===== config.mk =====
export PLATFORM = sky130hd
export DESIGN_NAME = rect_plotter
export DESIGN_NICKNAME = d
export VERILOG_FILES = /design/src/rtl/plot_pkg.sv /design/src/rtl/raster_counter.sv /design/src/rtl/rect_plotter.sv
export SDC_FILE = /design/constraint.sdc
export NUM_CORES = 1
export LEC_CHECK = 0
export BUFFER_PORTS_ARGS = -buffer_cell sky130_fd_sc_hd__buf_2
export CORE_MARGIN = 4
export CORE_UTILIZATION = 60
export DETAILED_ROUTE_END_ITERATION = 12
export GPL_TIMING_DRIVEN = 0
export PLACE_DENSITY = 0.95
export RECOVER_POWER = 25
export SYNTH_ARGS = -nofsm -noshare
export SYNTH_HDL_FRONTEND = slang
export SYNTH_SLANG_ARGS = --single-unit

===== constraint.sdc =====
create_clock -name iClock -period 7 [get_ports iClock]
set_input_delay 1.05 -clock iClock [delete_from_list [all_inputs] [get_ports iClock]]
set_output_delay 1.05 -clock iClock [all_outputs]
set_load 0.02 [all_outputs]

===== src/rtl/plot_pkg.sv =====
// rtl/plot_pkg.sv - shared mode/state encodings and screen defaults for the rectangle plotter
package plot_pkg;

    typedef enum logic [1:0] {
        MODE_FILL    = 2'b00,
        MODE_OUTLINE = 2'b01,
        MODE_CLEAR   = 2'b10
    } mode_t;

    typedef enum logic [1:0] {
        ST_IDLE = 2'b00,
        ST_DRAW = 2'b01,
        ST_DONE = 2'b10
    } state_t;

    localparam int DEF_X_SCREEN_PIXELS = 160;
    localparam int DEF_Y_SCREEN_PIXELS = 120;

endpackage


===== src/rtl/raster_counter.sv =====
// rtl/raster_counter.sv - dx/dy raster-order scanner over a w x h box
module raster_counter #(
    parameter int X_WIDTH = 8,
    parameter int Y_WIDTH = 7
) (
    input  logic               clk,
    input  logic               rst,
    input  logic               clear,
    input  logic               enable,
    input  logic [X_WIDTH-1:0] w,
    input  logic [Y_WIDTH-1:0] h,
    output logic [X_WIDTH-1:0] dx,
    output logic [Y_WIDTH-1:0] dy,
    output logic               last
);

    logic [X_WIDTH-1:0] dx_q, dx_d;
    logic [Y_WIDTH-1:0] dy_q, dy_d;
    logic               row_end;

    // w and h are never zero while enabled, so w-1/h-1 do not underflow in use
    assign row_end = (dx_q == w - X_WIDTH'(1));
    assign last    = row_end && (dy_q == h - Y_WIDTH'(1));
    assign dx      = dx_q;
    assign dy      = dy_q;

    // next counter values: clear wins, otherwise dx runs fastest and carries into dy
    always_comb begin
        dx_d = dx_q;
        dy_d = dy_q;
        if (clear) begin
            dx_d = '0;
            dy_d = '0;
        end else if (enable) begin
            if (row_end) begin
                dx_d = '0;
                dy_d = dy_q + Y_WIDTH'(1);
            end else begin
                dx_d = dx_q + X_WIDTH'(1);
            end
        end
    end

    // counter registers
    always_ff @(posedge clk or posedge rst) begin
        if (rst) begin
            dx_q <= '0;
            dy_q <= '0;
        end else begin
            dx_q <= dx_d;
            dy_q <= dy_d;
        end
    end

endmodule


===== src/rtl/rect_plotter.sv =====
// rtl/rect_plotter.sv - command FSM, clipping and outline selection for the VGA pixel path
module rect_plotter
    import plot_pkg::*;
#(
    parameter int X_SCREEN_PIXELS = DEF_X_SCREEN_PIXELS,
    parameter int Y_SCREEN_PIXELS = DEF_Y_SCREEN_PIXELS,
    parameter int X_WIDTH         = 8,
    parameter int Y_WIDTH         = 7,
    parameter int COLOUR_WIDTH    = 3
) (
    input  logic                    iClock,
    input  logic                    iReset,
    input  logic                    iValid,
    output logic                    oReady,
    input  logic [1:0]              iMode,
    input  logic [X_WIDTH-1:0]      iX,
    input  logic [Y_WIDTH-1:0]      iY,
    input  logic [X_WIDTH-1:0]      iW,
    input  logic [Y_WIDTH-1:0]      iH,
    input  logic [COLOUR_WIDTH-1:0] iColour,
    input  logic                    iAbort,
    output logic [X_WIDTH-1:0]      oX,
    output logic [Y_WIDTH-1:0]      oY,
    output logic [COLOUR_WIDTH-1:0] oColour,
    output logic                    oPlot,
    output logic                    oDone,
    output logic                    oBusy
);

    localparam logic [X_WIDTH:0] X_LIM = (X_WIDTH+1)'(X_SCREEN_PIXELS);
    localparam logic [Y_WIDTH:0] Y_LIM = (Y_WIDTH+1)'(Y_SCREEN_PIXELS);

    state_t                  state_q, state_d;
    mode_t                   mode_q, mode_d;
    logic [X_WIDTH-1:0]      x0_q, x0_d, w_q, w_d;
    logic [Y_WIDTH-1:0]      y0_q, y0_d, h_q, h_d;
    logic [COLOUR_WIDTH-1:0] colour_q, colour_d;

    logic                    cnt_clear, cnt_enable, cnt_last;
    logic [X_WIDTH-1:0]      dx;
    logic [Y_WIDTH-1:0]      dy;

    logic [X_WIDTH:0]        sum_x;
    logic [Y_WIDTH:0]        sum_y;
    logic                    on_screen, on_border, selected;

    // counters hold zero whenever the next state leaves DRAW, so DONE/IDLE see cleared counters
    assign cnt_enable = (state_q == ST_DRAW);
    assign cnt_clear  = (state_d != ST_DRAW);

    raster_counter #(
        .X_WIDTH(X_WIDTH),
        .Y_WIDTH(Y_WIDTH)
    ) u_raster (
        .clk   (iClock),
        .rst   (iReset),
        .clear (cnt_clear),
        .enable(cnt_enable),
        .w     (w_q),
        .h     (h_q),
        .dx    (dx),
        .dy    (dy),
        .last  (cnt_last)
    );

    // next-state and command latch; mode 11 folds into FILL, CLEAR substitutes the whole screen
    always_comb begin
        state_d  = state_q;
        mode_d   = mode_q;
        x0_d     = x0_q;
        y0_d     = y0_q;
        w_d      = w_q;
        h_d      = h_q;
        colour_d = colour_q;
        case (state_q)
            ST_IDLE: begin
                if (iValid) begin
                    if (iMode == MODE_CLEAR) begin
                        mode_d   = MODE_CLEAR;
                        x0_d     = '0;
                        y0_d     = '0;
                        w_d      = X_WIDTH'(X_SCREEN_PIXELS);
                        h_d      = Y_WIDTH'(Y_SCREEN_PIXELS);
                        colour_d = '0;
                    end else begin
                        mode_d   = (iMode == MODE_OUTLINE) ? MODE_OUTLINE : MODE_FILL;
                        x0_d     = iX;
                        y0_d     = iY;
                        w_d      = iW;
                        h_d      = iH;
                        colour_d = iColour;
                    end
                    state_d = ((w_d == '0) || (h_d == '0)) ? ST_DONE : ST_DRAW;
                end
            end
            ST_DRAW: begin
                if (iAbort || cnt_last) begin
                    state_d = ST_DONE;
                end
            end
            ST_DONE: begin
                state_d = ST_IDLE;
            end
            default: begin
                state_d = ST_IDLE;
            end
        endcase
    end

    // FSM and command registers
    always_ff @(posedge iClock or posedge iReset) begin
        if (iReset) begin
            state_q  <= ST_IDLE;
            mode_q   <= MODE_FILL;
            x0_q     <= '0;
            y0_q     <= '0;
            w_q      <= '0;
            h_q      <= '0;
            colour_q <= '0;
        end else begin
            state_q  <= state_d;
            mode_q   <= mode_d;
            x0_q     <= x0_d;
            y0_q     <= y0_d;
            w_q      <= w_d;
            h_q      <= h_d;
            colour_q <= colour_d;
        end
    end

    // pixel decode from registered state only: widened sums detect clipping past the screen edge
    always_comb begin
        sum_x     = {1'b0, x0_q} + {1'b0, dx};
        sum_y     = {1'b0, y0_q} + {1'b0, dy};
        on_screen = (sum_x < X_LIM) && (sum_y < Y_LIM);
        on_border = (dx == '0) || (dx == w_q - X_WIDTH'(1)) ||
                    (dy == '0) || (dy == h_q - Y_WIDTH'(1));
        selected  = (mode_q != MODE_OUTLINE) || on_border;
    end

    assign oX      = sum_x[X_WIDTH-1:0];
    assign oY      = sum_y[Y_WIDTH-1:0];
    assign oColour = colour_q;
    assign oPlot   = (state_q == ST_DRAW) && on_screen && selected;
    assign oDone   = (state_q == ST_DONE);
    assign oReady  = (state_q == ST_IDLE);
    assign oBusy   = !oReady;

endmodule


==> out/qor.yml <==
fillers: 418
dieArea_um2: 7030
drc: 0
routed_wl_mm: 8.91
crit_chain: "inv_1 > ha_1 > xnor2_1 > or4_4 > or4_2 > nand4_1 > and4b_1 > buf_2"
swShare_pct: 44.0
run_status: "complete, but fails checks"
setup_viol: 0
die_x_um: 83.9
synth_seq_area_share_pct: 37.7
first_pass_iters: 5
syn-num-nets: 468
start_util_pct: 62.3
synth_top_family_by_area: "simple AND/OR/NAND/NOR gates"
cp-start-kind: "flop"
synth_xor_area_share_pct: 8.12
grt_pass1_wl_mm: 15.2
crit_type: "reg2out"
mostFrequentLayoutCell: "nand2_1"
portBuffers: 60
violations: "capacitance limit, slew limit"
gr-usage-all-layers_pct: 26.3
muxShareOfSynthArea_pct: 0
tns_ns: 0
numCtsBuffers: 5
antenna_found_initial: 0
p_int_uw: 701
slew_viol_final: 36
clk_latency_ns: 0.32
synth.distinct_cells: 56
vias_per_cell: 6.09
max_freq_mhz: 244
synth_edf_count: 0
critPathTopFamily: "simple AND/OR/NAND/NOR gates"
crit_required_ns: 5.95
synthSimpleGateAreaFrac_pct: 24.2
rows: 27
core-area_um2: 5540
synthCells: 406
utilization_pct: 71.2
synthAdderAreaFrac_pct: 8.77
hold_violations: 0
rsz0062_at_grt: "false"
ioPinCount: 61
synth-compound-area-share_pct: 16.9
synth_seq_cells: 52
cpMaxStageDelayCell: "or4_2"
grt_remaining_overflow: 0
p_comb_share_pct: 46.2
syn_area_per_cell_um2: 8.50
fp.dieH_um: 83.9
vias: 3329
maxCapViolCount: 1
synth_warnings: 0
clockPowerShare_pct: 15.3
synth.cell_area_um2: 3450
regArea_um2: 1300
maxSlewHeadroom_pct: -25.1
wl_per_cell_um: 16.3
seqPwrFrac_pct: 38.5
finClkSkew_ns: 0.00749
h-tree-depth: 2
drive_above_1_share_pct: 18.1
ir_drop_uv: 212
min_period_over_period_pct: 58.6
post_cts_buffers: 0
max_stage_delay_ns: 0.64
power.switching_uw: 551
first_global_vias: 3217
power_density_nw_per_um2: 317
antenna_left: 0
leakage_uw: 0.00185
cts_hold_buffers: 0
cp_num_buf_inv: 2
synthFlopType: "dfrtp_1"
grt_max_degree: 36
drt_iter0_markers: 316
final_cell_mix: "nand2_1, buf_2, dfrtp_1"
hold_class: "reg2reg"
clock-sinks: 52
tightest_slew_ns: 1.88
critPathCaptureType: "output port"
postCtsResizedCells: 0
postSynth.asyncResetShare_pct: 100
place_congestion: 0.901
area_growth_syn_to_layout_pct: 14.3
antenna_cells: 0
clock-root-buffer: "clkbuf_8"
dpl.hpwl_mm: 6.72
cts_tree: "built"
worstPathMaxFanout: 6
cp_data_arrival_time_ns: 3.05
clockBufferDepth: 2
clk_pin_slew_worst_paths_ns: 0.10
nets: 536
multiInputGateArea_um2: 2000
fin_crit_ns: 4.10
==> stage by stage <==
step	instances	area (um2)	setup slack [ns]	hold slack (ns)	power (uW)
after detailed placement	539	3860	3.29	0.473	1050
after floorplan	406	3450	3.53	0.442	880
final	547	3950	2.90	0.491	1250
after global placement	538	3840	3.36	0.457	1020
after CTS	547	3960	2.92	0.495	1250
after global routing	547	3950	2.77	0.530	1340
==> power by group through the flow <==
stage	Combinational [uW]	Clock, uW	Sequential, uW
2_1_floorplan	420	0	460
3_3_place_gp	542	0	473
3_5_place_dp	571	0	481
4_1_cts	578	193	476
5_1_grt	643	207	489
6_report	578	191	482
==> final cells by class <==
class                           count  share of cell area [%]
Inverter                           22                    2.09
Tap cell                           72                    2.28
Clock inverter                      2                   0.444
Clock buffer                        6                    2.09
Sequential cell                    52                    33.0
Timing Repair Buffer               61                    7.70
Buffer                             17                    1.74
Multi-Input combinational cell    315                    50.7
==> state kept, by name, summed over array words and instances (netlist names) <==
| register | flops |
|---|---|
| state_q | 2 |
| w_q | 8 |
| oColour | 3 |
| y0_q | 7 |
| u_raster.dy | 7 |
| mode_q | 2 |
| x0_q | 8 |
| u_raster.dx | 8 |
| h_q | 7 |
==> kinds of logic after synthesis <==
group,after synthesis
AO/OA/AOI/OAI,94
XOR/XNOR,32
adder cells (fa/ha/maj),23
buffers and inverters,39
flip-flops,52
AND/OR/NAND/NOR,166
==> metal layers <==
layer	wire length [um]	vias to the layer above	part of all wire [%]	global-route usage, %
li1	-	1553	-	-
met3	659	16	7.4	4.05
met1	3810	1602	43	35.6
met5	0	-	0	0
met4	109	0	1.2	6.87
met2	4330	158	49	44.1
==> cells in the mapped netlist, types with 3 or more instances <==
master	number	share of area (%)
nor3b_1	3	0.65
a21oi_1	12	1.7
xnor2_1	24	6.1
ha_1	21	7.6
nand4_1	11	2.0
nor4_1	5	0.91
or3_2	3	0.65
xor2_1	8	2.0
or3_1	3	0.54
clkbuf_1	13	1.4
o21a_1	5	1.1
nor2_1	29	3.2
o31a_1	3	0.76
nor3_1	5	0.72
nor2b_1	9	1.6
nor4b_1	3	0.76
and3_1	4	0.72
inv_1	22	2.4
o21ai_0	50	7.2
nand2_1	73	7.9
dfrtp_1	52	38
a22oi_1	3	0.65
==> final timing paths <==
check | from | endpoint | slack [ns] | cells after the start
worst max-delay path | w_q[0] | oPlot | 2.90 | 8
worst min-delay path | oColour[2] | oColour[2] | 0.49 | 2
worst max register to register | w_q[0] | u_raster.dy[5] | 4.21 | 7
worst min register to register | oColour[2] | oColour[2] | 0.49 | 2
max in group asynchronous | iReset | u_raster.dx[6] | 4.02 | 3
min in group asynchronous | iReset | y0_q[3] | 0.82 | 2
==> worst min-delay path: cells and delay by family, from the launching register on <==
| family | cells | cell delay (ns) |
|---|---|---|
| compound gates | 1 | 0.06 |
| flops | 1 | 0.36 |
| simple gates | 1 | 0.05 |
Note: power is estimated with default switching activity, not from simulation.
